<file path="config.mk">
export PLATFORM = sky130hd
export DESIGN_NAME = bcd_display_driver
export DESIGN_NICKNAME = d
export VERILOG_FILES = /design/src/rtl/bcd_display_driver.sv
export SDC_FILE = /design/constraint.sdc
export NUM_CORES = 1
export LEC_CHECK = 0
export ABC_AREA = 1
export CORE_MARGIN = 4
export CORE_UTILIZATION = 55
export CTS_CLUSTER_DIAMETER = 150
export CTS_CLUSTER_SIZE = 12
export DETAILED_ROUTE_END_ITERATION = 7
export GPL_TIMING_DRIVEN = 0
export PLACE_DENSITY = 0.88
export SYNTH_ARGS = -nofsm -noshare
export SYNTH_HDL_FRONTEND = slang
export SYNTH_SLANG_ARGS = --single-unit
</file>
<file path="constraint.sdc">
create_clock -name clk -period 3.36 [get_ports clk]
set_input_delay 0.84 -clock clk [delete_from_list [all_inputs] [get_ports clk]]
set_output_delay 0.84 -clock clk [all_outputs]
set_load 0.05 [all_outputs]
</file>
<file path="src/rtl/bcd_display_driver.sv">
// Binary-to-BCD converter (sequential double-dabble) feeding a 4-digit multiplexed 7-segment display.
// Optional macro LEADING_ZERO_BLANK_EN blanks leading zeros above the decimal-point digit.
module bcd_display_driver #(
    parameter int REFRESH_DIV = 100000,
    parameter int DP_POS      = 3
) (
    input  logic        clk,
    input  logic        reset,
    input  logic [15:0] value,
    input  logic        load,
    output logic        busy,
    output logic [15:0] bcd,
    output logic        ovf,
    output logic [6:0]  seg,
    output logic        dp,
    output logic [3:0]  an
);
    localparam int RW = (REFRESH_DIV > 2) ? $clog2(REFRESH_DIV) : 1;

    typedef enum logic [1:0] {
        IDLE  = 2'd0,
        SHIFT = 2'd1,
        DONE  = 2'd2
    } state_t;

    state_t          state_r;
    logic [15:0]     bin_r;
    logic [15:0]     work_r;
    logic [3:0]      cnt_r;
    logic            ovf_pend_r;
    logic [RW-1:0]   refresh_r;
    logic [1:0]      digit_r;

    logic [15:0]     adj_s;
    logic [3:0]      digit_val_s;
    logic            blank_s;
    logic [6:0]      seg_s;
    logic            dp_s;
    logic [3:0]      an_s;

    // Add 3 to every BCD nibble that is 5 or more, ahead of the next shift
    function automatic logic [15:0] dabble_adjust(input logic [15:0] d);
        logic [15:0] r;
        r = d;
        for (int i = 0; i < 4; i++) begin
            if (d[i*4 +: 4] >= 4'd5) begin
                r[i*4 +: 4] = d[i*4 +: 4] + 4'd3;
            end else begin
                r[i*4 +: 4] = d[i*4 +: 4];
            end
        end
        return r;
    endfunction

    // Active-low segment pattern, bit order g..a
    function automatic logic [6:0] seg_decode(input logic [3:0] d);
        logic [6:0] s;
        case (d)
            4'd0:    s = 7'h40;
            4'd1:    s = 7'h79;
            4'd2:    s = 7'h24;
            4'd3:    s = 7'h30;
            4'd4:    s = 7'h19;
            4'd5:    s = 7'h12;
            4'd6:    s = 7'h02;
            4'd7:    s = 7'h78;
            4'd8:    s = 7'h00;
            4'd9:    s = 7'h10;
            default: s = 7'h7F;
        endcase
        return s;
    endfunction

    // Conversion datapath: adjust the current BCD accumulator before shifting
    always_comb begin
        adj_s = dabble_adjust(work_r);
    end

    // Conversion FSM; bcd/ovf only change on the DONE step so partial results never escape
    always_ff @(posedge clk) begin
        if (reset) begin
            state_r    <= IDLE;
            busy       <= 1'b0;
            bcd        <= 16'h0000;
            ovf        <= 1'b0;
            bin_r      <= 16'd0;
            work_r     <= 16'd0;
            cnt_r      <= 4'd0;
            ovf_pend_r <= 1'b0;
        end else begin
            case (state_r)
                IDLE: begin
                    if (load) begin
                        bin_r      <= (value > 16'd9999) ? 16'd9999 : value;
                        ovf_pend_r <= (value > 16'd9999);
                        work_r     <= 16'd0;
                        cnt_r      <= 4'd0;
                        state_r    <= SHIFT;
                        busy       <= 1'b1;
                    end else begin
                        state_r    <= IDLE;
                        busy       <= 1'b0;
                    end
                end
                SHIFT: begin
                    work_r <= {adj_s[14:0], bin_r[15]};
                    bin_r  <= {bin_r[14:0], 1'b0};
                    cnt_r  <= cnt_r + 4'd1;
                    if (cnt_r == 4'd15) begin
                        state_r <= DONE;
                    end else begin
                        state_r <= SHIFT;
                    end
                end
                DONE: begin
                    bcd     <= work_r;
                    ovf     <= ovf_pend_r;
                    state_r <= IDLE;
                    busy    <= 1'b0;
                end
                default: begin
                    state_r <= IDLE;
                    busy    <= 1'b0;
                end
            endcase
        end
    end

    // Display decode for the currently selected digit, including optional blanking
    always_comb begin
        digit_val_s = bcd[{digit_r, 2'b00} +: 4];
        blank_s     = 1'b0;
`ifdef LEADING_ZERO_BLANK_EN
        if (int'(digit_r) > DP_POS) begin
            case (digit_r)
                2'd1:    blank_s = (bcd[15:4] == 12'd0);
                2'd2:    blank_s = (bcd[15:8] == 8'd0);
                2'd3:    blank_s = (bcd[15:12] == 4'd0);
                default: blank_s = 1'b0;
            endcase
        end else begin
            blank_s = 1'b0;
        end
`endif
        if (blank_s) begin
            seg_s = 7'h7F;
            dp_s  = 1'b1;
        end else begin
            seg_s = seg_decode(digit_val_s);
            dp_s  = (int'(digit_r) == DP_POS) ? 1'b0 : 1'b1;
        end
        an_s = ~(4'b0001 << digit_r);
    end

    // Refresh timebase, digit scan and registered display outputs
    always_ff @(posedge clk) begin
        if (reset) begin
            refresh_r <= '0;
            digit_r   <= 2'd0;
            an        <= 4'b1110;
            seg       <= 7'h40;
            dp        <= (DP_POS == 0) ? 1'b0 : 1'b1;
        end else begin
            if (refresh_r == RW'(REFRESH_DIV - 1)) begin
                refresh_r <= '0;
                digit_r   <= digit_r + 2'd1;
            end else begin
                refresh_r <= refresh_r + 1'b1;
                digit_r   <= digit_r;
            end
            an  <= an_s;
            seg <= seg_s;
            dp  <= dp_s;
        end
    end
endmodule

</file>
==> summary.md, run 1 <==
| Metric | Value |
|---|---|
| Placed Cells | `735` |
| Seq cells post-synth | `87` |
| Area Overhead vs Synth | `18.3%` |
| Layout cell share with drive strength beyond 1 | `6.13%` |
| Sink Count | `87` |
| CTS tree | `built` |
| Antenna violations before repair | `0` |
| P_leak | `1.98 nW` |
| Worst path slowest cell | `clkdlybuf4s50_1` |
| Residual DRC | `0` |
| GRT met1 Usage | `29.4%` |
| Met3 usage | `3.79%` |
| Vias | `4128` |
| Post-DP HPWL | `7.35 mm` |
| Clk_lat worst skew | `0.35 ns` |
| Max Clk Rate | `414 MHz` |
| Finished Layout Cells | `751` |
| Switch Pwr | `0.482 mW` |
| Port Buffers | `47` |
| Vias in the first global route | `3808` |
| Worst-path cell chain | `clkdlybuf4s50_1` |
| Vias/cell | `5.50` |
| Routing usage on met2 | `38.6%` |
| Minimum clock period | `2.41 ns` |
| Syn_area_per_cell | `7.15 um2` |
| Synth Net Count | `627` |
| Post-CTS setup repair buffer count | `0` |
| First-pass DRT Iterations | `5` |
| Worst EP arrival | `1.57 ns` |
| Post-synth top area share | `41.3%` |
| Crit path required time | `2.52 ns` |
| Seq pwr share | `56.6%` |
| Register area share after synthesis | `41.3%` |
| Busiest grt layer | `met2` |
| Switching part of the total | `25.6%` |
| First-pass GRT wire length | `16.7 mm` |
| DRT iter0 DRCs | `311` |
| VDD IR max | `0.198 mV` |
| Grt total ovfl | `0` |
| Netlist cell types | `29` |
| Antenna Cells | `0` |
| Worst setup margin | `0.945 ns` |
| Longest Clk Path Bufs | `2` |
| Clk root buf | `clkbuf_8` |
| Final worst-path cycle share | `71.9%` |
| Antenna-violating nets left | `0` |
| Crit path capture type | `output port` |
| Worst-path fanout max | `3` |
| Htree depth | `3` |
| Initial Util | `57.5%` |
| CP delay by family, top | `buffers and inverters` |
| Die W | `95.5 um` |
| Post-Route WL | `10.0 mm` |
| Largest net degree at the start of global routing | `15` |
| WL/cell | `13.3 um` |
| Ranking of synthesized cells by area | `dfxtp_1 (41%), nand2_1 (12%), a21oi_1 (7.6%)` |
| Synth warn | `0` |
| Die area | `9120 um2` |
| GP Congestion | `0.896` |
| Relative slew slack | `59.2%` |
| RSZ-0062 raised after global routing | `false` |
| Yosys top cell by area | `dfxtp_1` |
| CTS Hold Bufs | `0` |
| NumNets Final | `685` |
| Pwr dens | `379 nW/um2` |
| CP Buf/Inv Count | `1` |
| Hold Crit Class | `register to register` |
| Comb pwr share | `8.4%` |
| CTS clk-pin slew, worst paths | `0.09 ns` |
| Max-Cap Viols | `0` |
| Clock power share | `35.1%` |
| Max-slew violations | `0` |
| Final hold violation count | `0` |
| Worst slack, placed | `0.999 ns` |
| Int Pwr | `1.40 mW` |
| Post-cts resize count | `0` |
| Core Box Area | `7330 um2` |
| Startpoint types | `register` |
| Syn Inst Count | `589` |
| Worst Tran Pin Value | `0.612 ns` |
| Mapped Area | `4210 um2` |
| Site Rows | `31` |
| Setup Skew | `0.00701 ns` |
| Die Ht | `95.5 um` |
| CP max stage delay | `0.84 ns` |
| All-Layer GR Usage | `22.7%` |
| Final setup viols | `0` |
| Post-route setup TNS | `0 ns` |
| Number of I/O pins | `49` |
| Pwr Total | `1.89 mW` |
| Status | `completed` |
| Crit Path Class | `register to output port` |
| Clock buffer count from CTS | `9` |
[cells in the final DEF, fill, tap and decap left out]
cell / n
a21oi_1: 64
a22oi_1: 7
a22oi_2: 1
buf_2: 2
buf_4: 3
buf_6: 4
clkbuf_1: 13
clkbuf_8: 10
clkdlybuf4s50_1: 47
clkinv_2: 1
clkinv_4: 1
clkinvlp_4: 1
dfxtp_1: 87
ha_1: 19
inv_1: 60
inv_2: 3
inv_6: 1
nand2_1: 132
nand2_2: 6
nand3_1: 50
nand3_2: 2
nand3b_1: 2
nand4_1: 18
nor2_1: 61
nor2_2: 3
nor2_4: 1
nor3_1: 7
nor4_1: 1
o211ai_1: 6
o21ai_0: 31
o21ai_1: 1
o22ai_1: 1
o32ai_1: 1
or2_2: 1
xor2_1: 4
[cell families (layout without fill, tap and decap cells)]
group / Yosys count / in the layout / synth area share (%)
XOR/XNOR: 4 / 4 / 0.832
buffers and inverters: 83 / 146 / 8.43
AO/OA/AOI/OAI: 112 / 112 / 14.4
AND/OR/NAND/NOR: 284 / 284 / 29.4
flip-flops: 87 / 87 / 41.3
adder cells (fa/ha/maj): 19 / 19 / 5.64
[path summary, 6_finish.rpt]
kind | from | endpoint | slack (ns) | cells after the start
setup / recovery | bcd[12] | bcd[12] | 0.95 | 1
hold / removal | refresh_r[0] | refresh_r[0] | 0.45 | 1
setup reg to reg | digit_r[0] | seg[6] | 1.61 | 12
hold reg to reg | refresh_r[0] | refresh_r[0] | 0.45 | 1
[power groups by stage]
| stage | Combinational [mW] | Clock [mW] | Sequential [mW] |
|---|---|---|---|
| 2_1_floorplan | 0.0981 | 0 | 1.09 |
| 3_3_place_gp | 0.151 | 0 | 1.09 |
| 3_5_place_dp | 0.155 | 0 | 1.09 |
| 4_1_cts | 0.156 | 0.672 | 1.07 |
| 5_1_grt | 0.175 | 0.716 | 1.07 |
| 6_report | 0.158 | 0.662 | 1.07 |
[final cells by class]
type                    instances  area, um2
repair buffers                 47        470
inverters                      63        236
well taps                      99        124
multi-input cells             419       2120
plain buffers                  20        119
fillers                       601       2350
clock inverters                 4       30.0
flip-flops and latches         87       1740
clock buffers                  12        145
[cells in the mapped netlist, drive strengths merged]
cell and instances:
a22oi 8, a21oi 64, nor4 1, nand3b 2, clkbuf 11, o32ai 1, nand4 18, buf 9
nand2 138, inv 63, or2 1, xor2 4, nand3 52, ha 19, o22ai 1, nor2 65
dfxtp 87, o211ai 6, nor3 7, o21ai 32
[sequential cells by signal, summed over array words and instances, names as in the netlist]
register / cells
an: 3
bcd: 16
bin_r: 16
busy: 1
cnt_r: 4
digit_r: 2
dp: 1
ovf: 1
ovf_pend_r: 1
refresh_r: 17
seg: 7
state_r: 2
work_r: 16
[layer usage]
metal  routed length, um  up-vias
li1                    -     2054
met1                4460     1937
met2                4940      126
met3                 497       11
met4                 108        0
met5                   0        -
[per-stage QoR]
| stage | hold WS, ns | cell area (um2) | utilization, % |
|---|---|---|---|
| 5_1_grt | 0.489 | 4980 | 68.0 |
| 2_1_floorplan | 0.417 | 4210 | - |
| 3_5_place_dp | 0.446 | 4810 | 65.6 |
| 6_report | 0.453 | 4980 | 68.0 |
| 4_1_cts | 0.459 | 4980 | 68.0 |
| 3_3_place_gp | 0.427 | 4810 | 65.6 |
[worst reg2reg max path, stage by stage (launching register included)]
cell and delay, ns:
dfxtp_1 0.38, buf_6 0.15, inv_2 0.04, buf_6 0.13, nand2_1 0.06, nand3_1 0.07, nand2_1 0.18, inv_1 0.11
ha_1 0.20, inv_1 0.05, nand3_1 0.09, nand3_1 0.10, nand3_1 0.07
No activity file was read; power rests on OpenSTA's default activity.
==> inputs of run 2 (changes only) <==
clock period = 2.3 ns   (was 3.36 ns; I/O delays follow)
==> results of run 2 <==
The final DEF is identical to that of run 1. Status: completed.
Main changes from that run: setup slack after placement 0.999 ns -> 0.204 ns; setup slack after layout 0.945 ns -> 0.150 ns; register-to-register setup slack 1.61 ns -> 0.55 ns; total power 1.89 mW -> 2.76 mW; worst IR drop on VDD 0.198 mV -> 0.289 mV
